`src/rtl/pipe_pe_pkg.sv`:
```
// Shared constants and lane helper for the pipelined vector adder.
// Optional saturation is enabled with PIPE_PE_UI_ADD_SAT_EN.
package pipe_pe_pkg;

  localparam int N_DEF     = 64;
  localparam int LANES_DEF = 1;
  localparam int DEPTH_DEF = 2;

  localparam int MAX_N = 128;
  localparam int MAX_W = 4096;

  // Lane i of width n, zero-extended to MAX_N bits.
  function automatic logic [MAX_N-1:0] lane_of(
    input logic [MAX_W-1:0] v,
    input int               i,
    input int               n
  );
    logic [MAX_N-1:0] m;
    m = (MAX_N'(1) << n) - MAX_N'(1);
    return MAX_N'(v >> (i * n)) & m;
  endfunction

endpackage

```
`src/rtl/pipe_pe_stage.sv`:
```
// One pipeline slot: valid bit plus data word, enabled by the
// global advance and cleared by synchronous reset.
module pipe_pe_stage
  import pipe_pe_pkg::*;
#(
  parameter int W = 1
) (
  input  logic         clk,
  input  logic         rst,
  input  logic         en,
  input  logic         valid_d,
  input  logic [W-1:0] data_d,
  output logic         valid_q,
  output logic [W-1:0] data_q
);

  always_ff @(posedge clk) begin
    if (rst) begin
      valid_q <= 1'b0;
      data_q  <= '0;
    end else if (en) begin
      valid_q <= valid_d;
      data_q  <= data_d;
    end
  end

endmodule

```
`src/rtl/pipe_pe_ui_add_vec.sv`:
```
// Multi-lane unsigned adder feeding a globally stalled pipeline.
// Define PIPE_PE_UI_ADD_SAT_EN for per-lane saturation on overflow.
module pipe_pe_ui_add_vec
  import pipe_pe_pkg::*;
#(
  parameter int N     = N_DEF,
  parameter int LANES = LANES_DEF,
  parameter int DEPTH = DEPTH_DEF
) (
  input  logic               clk,
  input  logic               rst,
  input  logic               trigger,
  output logic               cts,
  input  logic [LANES*N-1:0] in1,
  input  logic [LANES*N-1:0] in2,
  output logic [LANES*N-1:0] out,
  output logic               out_valid,
  input  logic               out_ready,
  output logic [LANES-1:0]   carry
);

  localparam int W = LANES * N + LANES;

  logic               adv;
  logic [LANES*N-1:0] sum_d;
  logic [LANES-1:0]   cy_d;
  logic               vld [DEPTH+1];
  logic [W-1:0]       dat [DEPTH+1];

  assign adv = ~(out_valid & ~out_ready);
  assign cts = adv;

  for (genvar i = 0; i < LANES; i++) begin : g_lane
    logic [MAX_N-1:0] a_w;
    logic [MAX_N-1:0] b_w;
    logic [N:0]       s;

    assign a_w = lane_of(MAX_W'(in1), i, N);
    assign b_w = lane_of(MAX_W'(in2), i, N);
    assign s   = {1'b0, a_w[N-1:0]} + {1'b0, b_w[N-1:0]};

    if (N < MAX_N) begin : g_pad
      logic unused_hi;
      assign unused_hi = ^{a_w[MAX_N-1:N], b_w[MAX_N-1:N]};
    end

`ifdef PIPE_PE_UI_ADD_SAT_EN
    assign sum_d[i*N +: N] = s[N] ? {N{1'b1}} : s[N-1:0];
`else
    assign sum_d[i*N +: N] = s[N-1:0];
`endif
    assign cy_d[i] = s[N];
  end

  assign vld[0] = trigger;
  assign dat[0] = {cy_d, sum_d};

  for (genvar k = 0; k < DEPTH; k++) begin : g_stage
    pipe_pe_stage #(
      .W(W)
    ) u_stage (
      .clk     (clk),
      .rst     (rst),
      .en      (adv),
      .valid_d (vld[k]),
      .data_d  (dat[k]),
      .valid_q (vld[k+1]),
      .data_q  (dat[k+1])
    );
  end

  assign out_valid    = vld[DEPTH];
  assign {carry, out} = dat[DEPTH];

endmodule

```
`config.mk`:
```
export PLATFORM = sky130hd
export DESIGN_NAME = pipe_pe_ui_add_vec
export DESIGN_NICKNAME = d
export VERILOG_FILES = /design/src/rtl/pipe_pe_pkg.sv /design/src/rtl/pipe_pe_stage.sv /design/src/rtl/pipe_pe_ui_add_vec.sv
export SDC_FILE = /design/constraint.sdc
export NUM_CORES = 1
export LEC_CHECK = 0
export BUFFER_PORTS_ARGS = -buffer_cell sky130_fd_sc_hd__buf_2
export CORE_MARGIN = 1
export CORE_UTILIZATION = 55
export CTS_CLUSTER_SIZE = 24
export DETAILED_ROUTE_END_ITERATION = 10
export PLACE_DENSITY_LB_ADDON = 0.3
export SLEW_MARGIN = 30
export SYNTH_ARGS = -nofsm -noshare
export SYNTH_HDL_FRONTEND = slang
export SYNTH_SLANG_ARGS = --single-unit
```
`constraint.sdc`:
```
create_clock -name clk -period 7.8 [get_ports clk]
set_input_delay 1.56 -clock clk [delete_from_list [all_inputs] [get_ports clk]]
set_output_delay 1.56 -clock clk [all_outputs]
set_load 0.05 [all_outputs]
```
# Word-level counts from Yosys, hierarchy flattened
# Index checks and enable logic that the tools add are counted.
# Widths: inputs -> output; s select.
# word_totals
regBits,132
in_bits,132
output_inout_bits,67
elab_cells,8
# op_classes
addsub,1
bitwise_logic,3
# op_table
operator,count
$add 64x64->65,1
$not 1->1,2
$and 1x1->1,1

# Longest topological paths before layout
# depth
depth_word,3
mapped_depth,11
depth_no_buf,11

# Modules after synthesis
# Synthesis repeated with hierarchy kept, for this count alone.
# unflattened
cells_unflattened,1017
area_unflattened_um2,8767.2
# by_module_without_submodules
module,instances,cells_per_inst,area_per_inst_um2,seq_area_each_um2
pipe_pe_stage,2,213,2387.3,1321.3
pipe_pe_ui_add_vec,1,591,3992.6,0.0

# Worst setup path before layout
# Ideal clock, no wire load.
# synth_timing
path_kind,input to output
startpoint,input port out_ready
endpoint,output port cts
arrival_time_ns,2.699
t_required_ns,6.240
path_slack_ns,3.541
stages,5
path_buffers,3
cell_sequence,nor2b_1 -> clkbuf_1 -> inv_1 -> clkbuf_1 -> clkbuf_1
# synth_between
elab_chain_cells,3
# synth_rtl
item,line,text
start: declaration,pipe_pe_ui_add_vec.sv:18,"input logic out_ready,"
$not 1->1,pipe_pe_ui_add_vec.sv:30,assign adv = ~(out_valid & ~out_ready);
$and 1x1->1,pipe_pe_ui_add_vec.sv:30,
$not 1->1,pipe_pe_ui_add_vec.sv:30,
end: declaration,pipe_pe_ui_add_vec.sv:13,"output logic cts,"
# Every way passes these cells.

# Worst setup path after layout
# Same ends and word-level chain as after synthesis.

==> run summary <==
Via count - 8,454
Status - completed
Crit-path max FO - 46
Area Overhead vs Synth - 13.7%
Max_slew headroom - 41.8%
Fin. max-slew vios - 0
Ant diodes - 0
Fin nets - 1,447
Root buf cell - clkbuf_16
Met3 usage - 5.05%
Yosys cell types - 67
Final setup violating endpoints - 0
Final min period - 4.63 ns
Commonest non-fill, non-tap cells in the layout - nand2_1 (260), buf_2 (197), a21oi_1 (164)
Tightest Hold Check Type - reg -> reg
Largest net degree at the start of global routing - 83
Commonest non-fill, non-tap cell in the layout - nand2_1
Post_cts resized - 0
Crit end category - output port
Gate Count Post-Synth - 1,162
Top_reg_cell synth - dfxtp_1
Asr flop ratio synth - 0%
GRT Max-Usage Layer - met2
Clock latency on the worst-skew pair - 0.41 ns
DP HPWL - 16,800 um
Antenna-violating nets left - 0
# IOs - 199
Post-synthesis sequential area ratio - 30.3%
Slowest cell on the critical path - inv_2
Total die area - 16,400 um2
Pwr Density - 231 nW/um2
Final wirelength - 22,700 um
CTS clock-pin slew for the worst setup and hold paths - 0.06 ns
RSZ-0062 raised after global routing - false
Buffering stage count on the worst path with inverters included - 4
Delay-heaviest family, CP - buffers and inverters
GR Util met2 - 43.8%
Port Buffers - 198
FF+latch count, synth - 132
CTS buffer count - 17
Fin Clk Skew - 0.00778 ns
WP data required - 6.24 ns
Initial antenna violation count - 0
GPL Wtd Cong - 0.898
Yosys top cell by area - dfxtp_1
EDFF count, synth - 0
H-Tree Level Count - 4
Overflow left after global routing - 0
Met1 Usage GRT - 37.5%
Layout cells sized above 1 - 20.8%
TritonRoute pass-1 iters - 7
Vias in the first global route - 7,541
Vias per cell - 5.74
GR Util All Layers - 27.9%
Final hold violation count - 0
Arrival time worst endpoint - 3.07 ns
Worst path cell trace - buf_2 -> nor2b_4 -> buf_4 -> inv_2 -> buf_2
Core Rows - 45
Ys Warns - 0
Max Freq - 0.216 GHz
Floorplan die width - 128 um
Top cells by area, synth - dfxtp_1 (30%), nand2_1 (11%), a21oi_1 (9.4%), ha_1 (9.2%), buf_4 (5.5%)
Static leakage - 4.41 nW
Starting Density - 56.8%
Synth top area share - 30.3%
CORE AREA - 15,400 um2
Setup TNS - 0 ns
Max IR drop VDD - 145 uV
Critical Path Start Type - primary input
CTS tree - built
Filler cell count - 1,373
MaxCap Viol Count - 0
Clk sinks - 132
CP Class - in -> out
Post-CTS Setup Bufs - 0
# hold bufs at CTS - 0
WL/cell - 15.4 um
CP dominant cell by count - buf_2
Drt drc - 0
CTS Buffer Depth - 2
Worst-Margin Slew - 0.862 ns
Slowest Stage Delay on Critical Path - 0.68 ns
Initial DRC Count - 647
Synth Cell Area - 8730 um2
First-pass GRT wire length - 36,600 um
Final period utilization - 59.3%
Overall power - 2.29 mW
Die height - 128 um
Net Count, Synth - 1,359
Avg Inst Size Synth - 7.51 um2
==> report_power, final <==
group / internal, mW / switching [mW]
sequential: 0.754 / 0.0409
clock: 0.561 / 0.296
combinational: 0.225 / 0.414
==> synth_stat cells, types with 15 or more instances <==
master    number
nand2_1      260
a21oi_1      164
dfxtp_1      132
buf_4         64
ha_1          64
clkbuf_1      61
o21ai_0       57
nor2_1        53
xnor2_1       36
nand4_1       30
a21o_1        20
inv_1         19
xor2_1        15
==> kinds of logic after synthesis <==
kind of cell    synth area share (%)
fa+ha+maj                       9.40
compound gates                  25.3
buf+inv                         9.47
flops                           30.3
xor+xnor                        5.12
simple gates                    20.4
==> state kept, by name (all words and copies together), names as in the netlist <==
signal                   cells
g_stage.u_stage.data_q     130
g_stage.u_stage.valid_q      2
==> final cells by class <==
class | count | area [um2] | area share, %
well taps | 211 | 264 | 2.66
multi-input cells | 876 | 5270 | 53.1
clock buffers | 20 | 467 | 4.70
repair buffers | 204 | 1040 | 10.5
clock inverters | 12 | 176 | 1.78
flip-flops and latches | 132 | 2640 | 26.6
inverters | 19 | 71.3 | 0.718
==> final timing paths <==
kind,start,to,slack [ns],cells after the start
setup reg to reg,g_stage[1].u_stage.valid_q,g_stage[0].u_stage.data_q[50],4.88,8
setup / recovery,out_ready,cts,3.17,5
hold reg to reg,g_stage[1].u_stage.data_q[7],g_stage[1].u_stage.data_q[7],0.44,2
hold / removal,g_stage[1].u_stage.data_q[7],g_stage[1].u_stage.data_q[7],0.44,2
==> tightest hold or removal path, stage by stage (launching register included) <==
cell	delay, ns
dfxtp_1	0.30
nand2_1	0.05
a21oi_1	0.05
==> metal layers <==
layer	share of wire, %	up-vias
met5	0	-
met4	2.7	0
met3	6.8	53
met2	45	352
met1	46	3854
li1	-	4195
==> stage by stage <==
step / utilization [%] / setup WS, ns / hold slack [ns] / instances / instance area, um2
6_report: 64.6 / 3.17 / 0.443 / 1474 / 9930
5_1_grt: 64.6 / 3.11 / 0.461 / 1474 / 9930
4_1_cts: 64.6 / 3.18 / 0.448 / 1474 / 9930
2_1_floorplan: - / 3.54 / 0.425 / 1162 / 8730
3_5_place_dp: 60.4 / 2.87 / 0.440 / 1442 / 9290
3_3_place_gp: 60.4 / 2.96 / 0.434 / 1442 / 9290
Power figures use the tool's default switching activity.
